--- config.mk ---
export PLATFORM = sky130hd
export DESIGN_NAME = muldiv_unit
export DESIGN_NICKNAME = d
export VERILOG_FILES = /design/src/rtl/muldiv_pkg.sv /design/src/rtl/muldiv_sign_fix.sv /design/src/rtl/muldiv_unit.sv
export SDC_FILE = /design/constraint.sdc
export NUM_CORES = 1
export LEC_CHECK = 0
export ABC_AREA = 1
export CAP_MARGIN = 15
export CORE_ASPECT_RATIO = 0.7
export CORE_MARGIN = 5
export CORE_UTILIZATION = 52
export DETAILED_ROUTE_END_ITERATION = 8
export HOLD_SLACK_MARGIN = 0.08
export PLACE_DENSITY = 0.73
export SETUP_SLACK_MARGIN = 0.3
export SLEW_MARGIN = 20
export SYNTH_ARGS = -nofsm -noshare
export SYNTH_HDL_FRONTEND = slang
export SYNTH_HIERARCHICAL = 1
export SYNTH_SLANG_ARGS = --single-unit
--- constraint.sdc ---
create_clock -name clk -period 8.59 [get_ports clk]
set_input_delay 1.2885 -clock clk [delete_from_list [all_inputs] [get_ports clk]]
set_output_delay 1.2885 -clock clk [all_outputs]
set_load 0.01 [all_outputs]
--- src/rtl/muldiv_pkg.sv ---
// Shared definitions for the RV32M multiply/divide unit: funct3 op codes, FSM states, datapath width.
package muldiv_pkg;

  localparam int XLEN = 32;

  typedef enum logic [2:0] {
    MD_MUL    = 3'b000,
    MD_MULH   = 3'b001,
    MD_MULHSU = 3'b010,
    MD_MULHU  = 3'b011,
    MD_DIV    = 3'b100,
    MD_DIVU   = 3'b101,
    MD_REM    = 3'b110,
    MD_REMU   = 3'b111
  } md_op_e;

  typedef enum logic [2:0] {
    IDLE = 3'd0,
    PREP = 3'd1,
    CALC = 3'd2,
    FIN  = 3'd3,
    DONE = 3'd4
  } md_state_e;

  function automatic logic op_is_div(input md_op_e o);
    return o inside {MD_DIV, MD_DIVU, MD_REM, MD_REMU};
  endfunction

  function automatic logic op_is_rem(input md_op_e o);
    return o inside {MD_REM, MD_REMU};
  endfunction

endpackage

--- src/rtl/muldiv_sign_fix.sv ---
// Combinational sign handling: operand magnitudes and result sign on the way in,
// two's-complement correction of the raw 64-bit result on the way out.
module muldiv_sign_fix
  import muldiv_pkg::*;
(
  input  md_op_e      op,
  input  logic [31:0] a,
  input  logic [31:0] b,
  output logic [31:0] mag_a,
  output logic [31:0] mag_b,
  output logic        res_neg,
  input  logic [63:0] raw,
  input  logic        neg,
  output logic [63:0] fixed
);

  logic a_signed;
  logic b_signed;

  always_comb begin
    a_signed = op inside {MD_MUL, MD_MULH, MD_MULHSU, MD_DIV, MD_REM};
    b_signed = op inside {MD_MUL, MD_MULH, MD_DIV, MD_REM};
    mag_a    = (a_signed && a[31]) ? (~a + 32'd1) : a;
    mag_b    = (b_signed && b[31]) ? (~b + 32'd1) : b;
    // Remainder takes the dividend's sign; MULHSU only has a signed rs1.
    case (op)
      MD_MUL, MD_MULH, MD_DIV: res_neg = a[31] ^ b[31];
      MD_MULHSU, MD_REM:       res_neg = a[31];
      default:                 res_neg = 1'b0;
    endcase
    fixed = neg ? (~raw + 64'd1) : raw;
  end

endmodule

--- src/rtl/muldiv_unit.sv ---
// Iterative RV32M multiply/divide: shift-add multiply and restoring divide, one bit per cycle,
// busy stalls the core and done pulses with the registered result.
module muldiv_unit #(
  parameter int XLEN  = 32,
  parameter int CNT_W = 6
) (
  input  logic            clk,
  input  logic            rst,
  input  logic            start,
  input  logic [2:0]      op,
  input  logic [XLEN-1:0] a,
  input  logic [XLEN-1:0] b,
  output logic            busy,
  output logic            done,
  output logic [XLEN-1:0] result
);
  import muldiv_pkg::*;

  md_state_e         state, state_nx;
  md_op_e            op_q;
  logic [XLEN-1:0]   a_q, b_q;
  logic [2*XLEN-1:0] acc, opa;
  logic [XLEN-1:0]   opb;
  logic [CNT_W-1:0]  counter;
  logic              neg_q, spec_q;
  logic [XLEN-1:0]   spec_res;

  logic [XLEN-1:0]   mag_a, mag_b;
  logic              res_neg;
  logic [2*XLEN-1:0] raw, fixed;

  logic              is_div, is_rem, div_zero, div_ovf, special;
  logic [XLEN-1:0]   special_val, fin_val;
  logic [2*XLEN-1:0] mul_acc_nx;
  logic [XLEN:0]     r_sh;
  logic [XLEN+1:0]   diff;
  logic              ge;

  muldiv_sign_fix u_sign_fix (
    .op      (op_q),
    .a       (a_q),
    .b       (b_q),
    .mag_a   (mag_a),
    .mag_b   (mag_b),
    .res_neg (res_neg),
    .raw     (raw),
    .neg     (neg_q),
    .fixed   (fixed)
  );

  always_comb begin
    is_div   = op_is_div(op_q);
    is_rem   = op_is_rem(op_q);
    div_zero = (b_q == '0);
    div_ovf  = (op_q == MD_DIV || op_q == MD_REM) &&
               (a_q == {1'b1, {(XLEN-1){1'b0}}}) && (b_q == '1);
    special  = is_div && (div_zero || div_ovf);
    if (div_zero)
      special_val = is_rem ? a_q : '1;
    else
      special_val = is_rem ? '0 : {1'b1, {(XLEN-1){1'b0}}};

    mul_acc_nx = opb[0] ? (acc + opa) : acc;
    // Restoring step: shift next dividend bit into the partial remainder, subtract if it fits.
    r_sh = {acc[XLEN-1:0], opa[XLEN-1]};
    diff = {1'b0, r_sh} - {2'b00, opb};
    ge   = ~diff[XLEN+1];

    if (!is_div)
      raw = acc;
    else if (is_rem)
      raw = {{XLEN{1'b0}}, acc[XLEN-1:0]};
    else
      raw = {{XLEN{1'b0}}, opa[XLEN-1:0]};

    if (spec_q)
      fin_val = special_val;
    else if (is_div || op_q == MD_MUL)
      fin_val = fixed[XLEN-1:0];
    else
      fin_val = fixed[2*XLEN-1:XLEN];
  end

  always_comb begin
    state_nx = state;
    case (state)
      IDLE: if (start) state_nx = PREP;
      // Special cases skip the iteration; FIN still registers their result.
      PREP: state_nx = special ? FIN : CALC;
      CALC: if (counter == CNT_W'(1)) state_nx = FIN;
      FIN:  state_nx = DONE;
      DONE: state_nx = IDLE;
      default: state_nx = IDLE;
    endcase
  end

  always_ff @(posedge clk or posedge rst) begin
    if (rst) state <= IDLE;
    else     state <= state_nx;
  end

  assign busy = (state != IDLE);
  assign done = (state == DONE);

  always_ff @(posedge clk or posedge rst) begin
    if (rst) begin
      op_q     <= MD_MUL;
      a_q      <= '0;
      b_q      <= '0;
      acc      <= '0;
      opa      <= '0;
      opb      <= '0;
      counter  <= '0;
      neg_q    <= 1'b0;
      spec_q   <= 1'b0;
      spec_res <= '0;
      result   <= '0;
    end else begin
      case (state)
        IDLE: begin
          if (start) begin
            a_q  <= a;
            b_q  <= b;
            op_q <= md_op_e'(op);
          end
        end
        PREP: begin
          acc      <= '0;
          opa      <= {{XLEN{1'b0}}, mag_a};
          opb      <= mag_b;
          neg_q    <= res_neg;
          spec_q   <= special;
          spec_res <= special_val;
          if (!special) counter <= CNT_W'(XLEN);
        end
        CALC: begin
          counter <= counter - CNT_W'(1);
          if (is_div) begin
            acc <= ge ? {{(XLEN-1){1'b0}}, diff[XLEN:0]}
                      : {{XLEN{1'b0}}, r_sh[XLEN-1:0]};
            opa <= {{XLEN{1'b0}}, opa[XLEN-2:0], ge};
          end else begin
            acc <= mul_acc_nx;
            opa <= opa << 1;
            opb <= opb >> 1;
          end
        end
        FIN: result <= fin_val;
        default: ;
      endcase
    end
  end

endmodule

==> metrics.md <==
| Metric | Value |
|---|---|
| GPL Wtd Cong | `slightly above 1` |
| P_int | `4.861 mW` |
| Worst path max stage delay | `a little over 700 ps` |
| Max Cap Violations | `0` |
| Sw frac | `~57%` |
| Die ar. | `52660 um2` |
| Required time worst endpoint | `about 9200 ps` |
| Worst hold margin | `519.7 ps` |
| Status | `finished, final reports clean` |
| Synth Warn # | `6` |
| Residual DRC | `0` |
| Share of the yosys chip area belonging to registers | `a little over a quarter` |
| Final wirelength | `~93 mm` |
| Post-detail-place hpwl | `around 75 mm` |
| FP Rows | `between 60 and 70` |
| TNS Setup | `0 ps` |
| Post-Syn Area | `25020 um2` |
| Clock skew | `a little under 40 ps` |
| Yosys top cell area share | `~27%` |
| Port bufs | `between 100 and 150` |
| CP Class | `flop to flop` |
| Slew Limit Fails | `0` |
| # IOs | `approximately 100` |
| Crit-path max FO | `31` |
| Yosys reg bits | `270` |
| Area grow syn2layout | `10.00%` |
| Finish-stage setup viols | `0` |
| Vias in the first global route | `23.85k` |
| CP endpoint kind | `flop` |
| H-tree lvl count | `1` |
| Synth cell types | `50` |
| NumNets Final | `4311` |
| Hold crit path type | `flop to flop` |
| Most frequent CP cell | `nand2_1` |
| Wire length per cell | `just under 20 um` |
| Leakage | `approximately 14 nW` |
| Vias/cell | `between 5 and 6` |
| Logic pwr share | `about two thirds` |
| Fillers | `around 4.9k` |
| Die width | `between 200 and 300 um` |
| Gr usage total | `between 30% and 40%` |
| Core area | `~48000 um2` |
| Initial antenna violation count | `4` |
| Peak Freq | `around 290 MHz` |
| CTS Hold Bufs | `0` |
| Syn_area_per_cell | `6.111 um2` |
| Area contributors post-synth | `dfrtp_1, nand2_1, inv_1` |
| Peak supply drop | `0.2913 mV` |
| Net switching power | `6.376 mW` |
| CP Cell Sequence | `ha_1, nand2_1, nor2_1, o21ai_0, nand2_1, a21oi_4, nand2_4, nand2_2, nand2_1, nand2_1, nand2_1, nand2_1` |
| Worst-path clk slew | `60 ps` |
| Root Driver | `clkbuf_16` |
| Initial Util | `about 52%` |
| CTS Buf Count | `31` |
| Final Hold Fails | `0` |
| Leading area contributor after synthesis | `dfrtp_1` |
| Synth async-reset ratio | `100.0%` |
| Sequential share of power | `a little over a fifth` |
| Layout cells sized above 1 | `around 5.0%` |
| Setup WS post-layout | `between 5000 and 6000 ps` |
| PostCTS Resize Cnt | `0` |
| TritonCTS clock tree | `done` |
| Tcrit/Tclk final | `~41%` |
| Cells after Synth | `between 4k and 5k` |
| First-pass DRT Iterations | `6` |
| Worst EP arrival | `~4100 ps` |
| Crit path time final | `between 3000 and 4000 ps` |
| DR iter-0 viols | `approximately 3.5k` |
| Primary FF master, synth | `dfrtp_1` |
| Chip height | `roughly 190 um` |
| Setup bufs post-CTS | `0` |
| RSZ-0062 raised after global routing | `false` |
| Post-Syn Nets | `roughly 4.3k` |
| Clock Latency Late Sink | `approximately 640 ps` |
| Clk network pwr share | `between 10% and 20%` |
| Critical-path top delay cell | `dfrtp_1` |
| Clock Path Buffers | `3` |
| Critical path launch point type | `flop` |
| First-pass GRT wire length | `142.3 mm` |
| Largest net degree at the start of global routing | `about 160` |
| Slew headroom | `between 20% and 30%` |
| Post-synth EDFFs | `0` |
| Gr ovfl total | `0` |
| Pwr dens | `~400 nW/um2` |
| Pre-CTS WS | `between 5000 and 6000 ps` |
| Post-route ant nets | `0` |
| Sink Count | `270` |
| Vias post-DR | `approximately 27k` |
| Measured slew at the worst slew-check pin | `1078 ps` |
-- kinds of logic (layout without fill, tap and decap cells) --
group / count (synthesis) / after routing / synth area share, %
and+or+nand+nor: 2304 / 2304 / 37.96
buffers and inverters: 771 / 837 / 11.99
AOI/OAI and AO/OA: 490 / 490 / 11.77
DFF: 270 / 270 / 27.01
adders and majority gates: 102 / 102 / 5.162
xor gates and xnor gates: 96 / 96 / 3.361
muxes: 61 / 61 / 2.746
other: 0 / 2 / 0
-- synthesized netlist by cell type (all sizes together), types with 22 or more instances --
cell	n
buf	53
nor2	488
clkbuf	58
inv	660
a21oi	131
xor2	72
nor3	25
nand3	312
o221ai	24
o21bai	22
dfrtp	270
o21ai	202
o2111ai	29
mux2	61
nand2	1401
ha	100
o211ai	34
nand4	41
xnor2	24
o22ai	35
-- placed cells by master, fill, tap and decap left out, types with 5 or more instances in the layout --
cell type / n
clkdlybuf4s50_1: 103
o211ai_1: 34
inv_2: 7
nand3_1: 308
nand3b_1: 12
nand4_1: 40
mux2_2: 61
dfrtp_1: 268
nor3_1: 20
a221oi_1: 7
a21oi_1: 123
nand2_2: 12
o21ai_2: 6
o2111ai_1: 29
or2_2: 9
nor2_1: 463
o21bai_1: 22
xnor2_1: 24
nor4_1: 9
nor2_2: 17
buf_4: 19
nand2_1: 1386
o21ai_1: 27
xor2_1: 72
clkbuf_1: 11
o22ai_1: 35
o221ai_1: 24
a21oi_2: 5
clkbuf_16: 31
o21ai_0: 168
inv_1: 652
ha_1: 100
nor2_4: 7
-- sequential cells by signal (all words and copies together) (netlist names) --
register / count
counter: 6
acc: 64
result: 32
opa: 64
neg_q: 1
b_q: 32
op_q: 3
a_q: 32
spec_q: 1
state: 3
opb: 32
-- stage by stage --
stage                     area [um2]  power (mW)  utilization [%]  cells
after floorplan                25020       7.354                -   4094
after global placement         26520       9.569            55.60   4727
after detailed placement       26520       9.577            55.60   4727
after CTS                      27510       10.99            57.68   4781
after global routing           27520       12.10            57.69   4782
final                          27520       11.24            57.69   4783
-- layout make-up --
cell class | instances | area [um2] | area share [%]
Clock buffer | 44 | 844.6 | 3.069
Tap cell | 621 | 777.0 | 2.823
Antenna cell | 2 | 5.005 | 0.01819
Sequential cell | 270 | 6759 | 24.56
Timing Repair Buffer | 123 | 1194 | 4.338
Clock inverter | 10 | 150.1 | 0.5456
Multi-Input combinational cell | 3053 | 15310 | 55.63
Inverter | 660 | 2481 | 9.016
-- worst paths after layout --
path,start,end,slack (ps),cells after the start
min in group asynchronous,rst,acc[49]$_DFFE_PP0P_,1050,2
hold / removal,acc[62]$_DFFE_PP0P_,acc[62]$_DFFE_PP0P_,520,2
setup reg to reg,acc[26]$_DFFE_PP0P_,acc[25]$_DFFE_PP0P_,5110,12
setup / recovery,acc[26]$_DFFE_PP0P_,acc[25]$_DFFE_PP0P_,5110,12
max in group asynchronous,rst,b_q[9]$_DFFE_PP0P_,5900,4
hold reg to reg,acc[62]$_DFFE_PP0P_,acc[62]$_DFFE_PP0P_,520,2
-- worst max-delay path, delay by kind of cell (launching register included) --
family	cells	cell delay [ps]
compound gates	2	800
fa+ha+maj	1	400
flops	1	720
simple gates	9	1470
-- per-layer routing --
layer | track usage, % | vias to the layer above | routed length, um
met3 | 14.13 | 138 | 13500
met5 | 2.359 | - | 207
met1 | 54.66 | 12222 | 44300
met2 | 41.91 | 1392 | 33140
li1 | - | 13048 | -
met4 | 6.700 | 10 | 2154
-- power by group through the flow --
stage	combinational, mW	clock, mW	sequential [mW]
6_report	7.43	1.37	2.44
5_1_grt	8.19	1.44	2.47
2_1_floorplan	5.23	0	2.12
3_3_place_gp	7.16	0	2.41
3_5_place_dp	7.17	0	2.41
4_1_cts	7.21	1.38	2.39
Power figures use the tool's default switching activity.
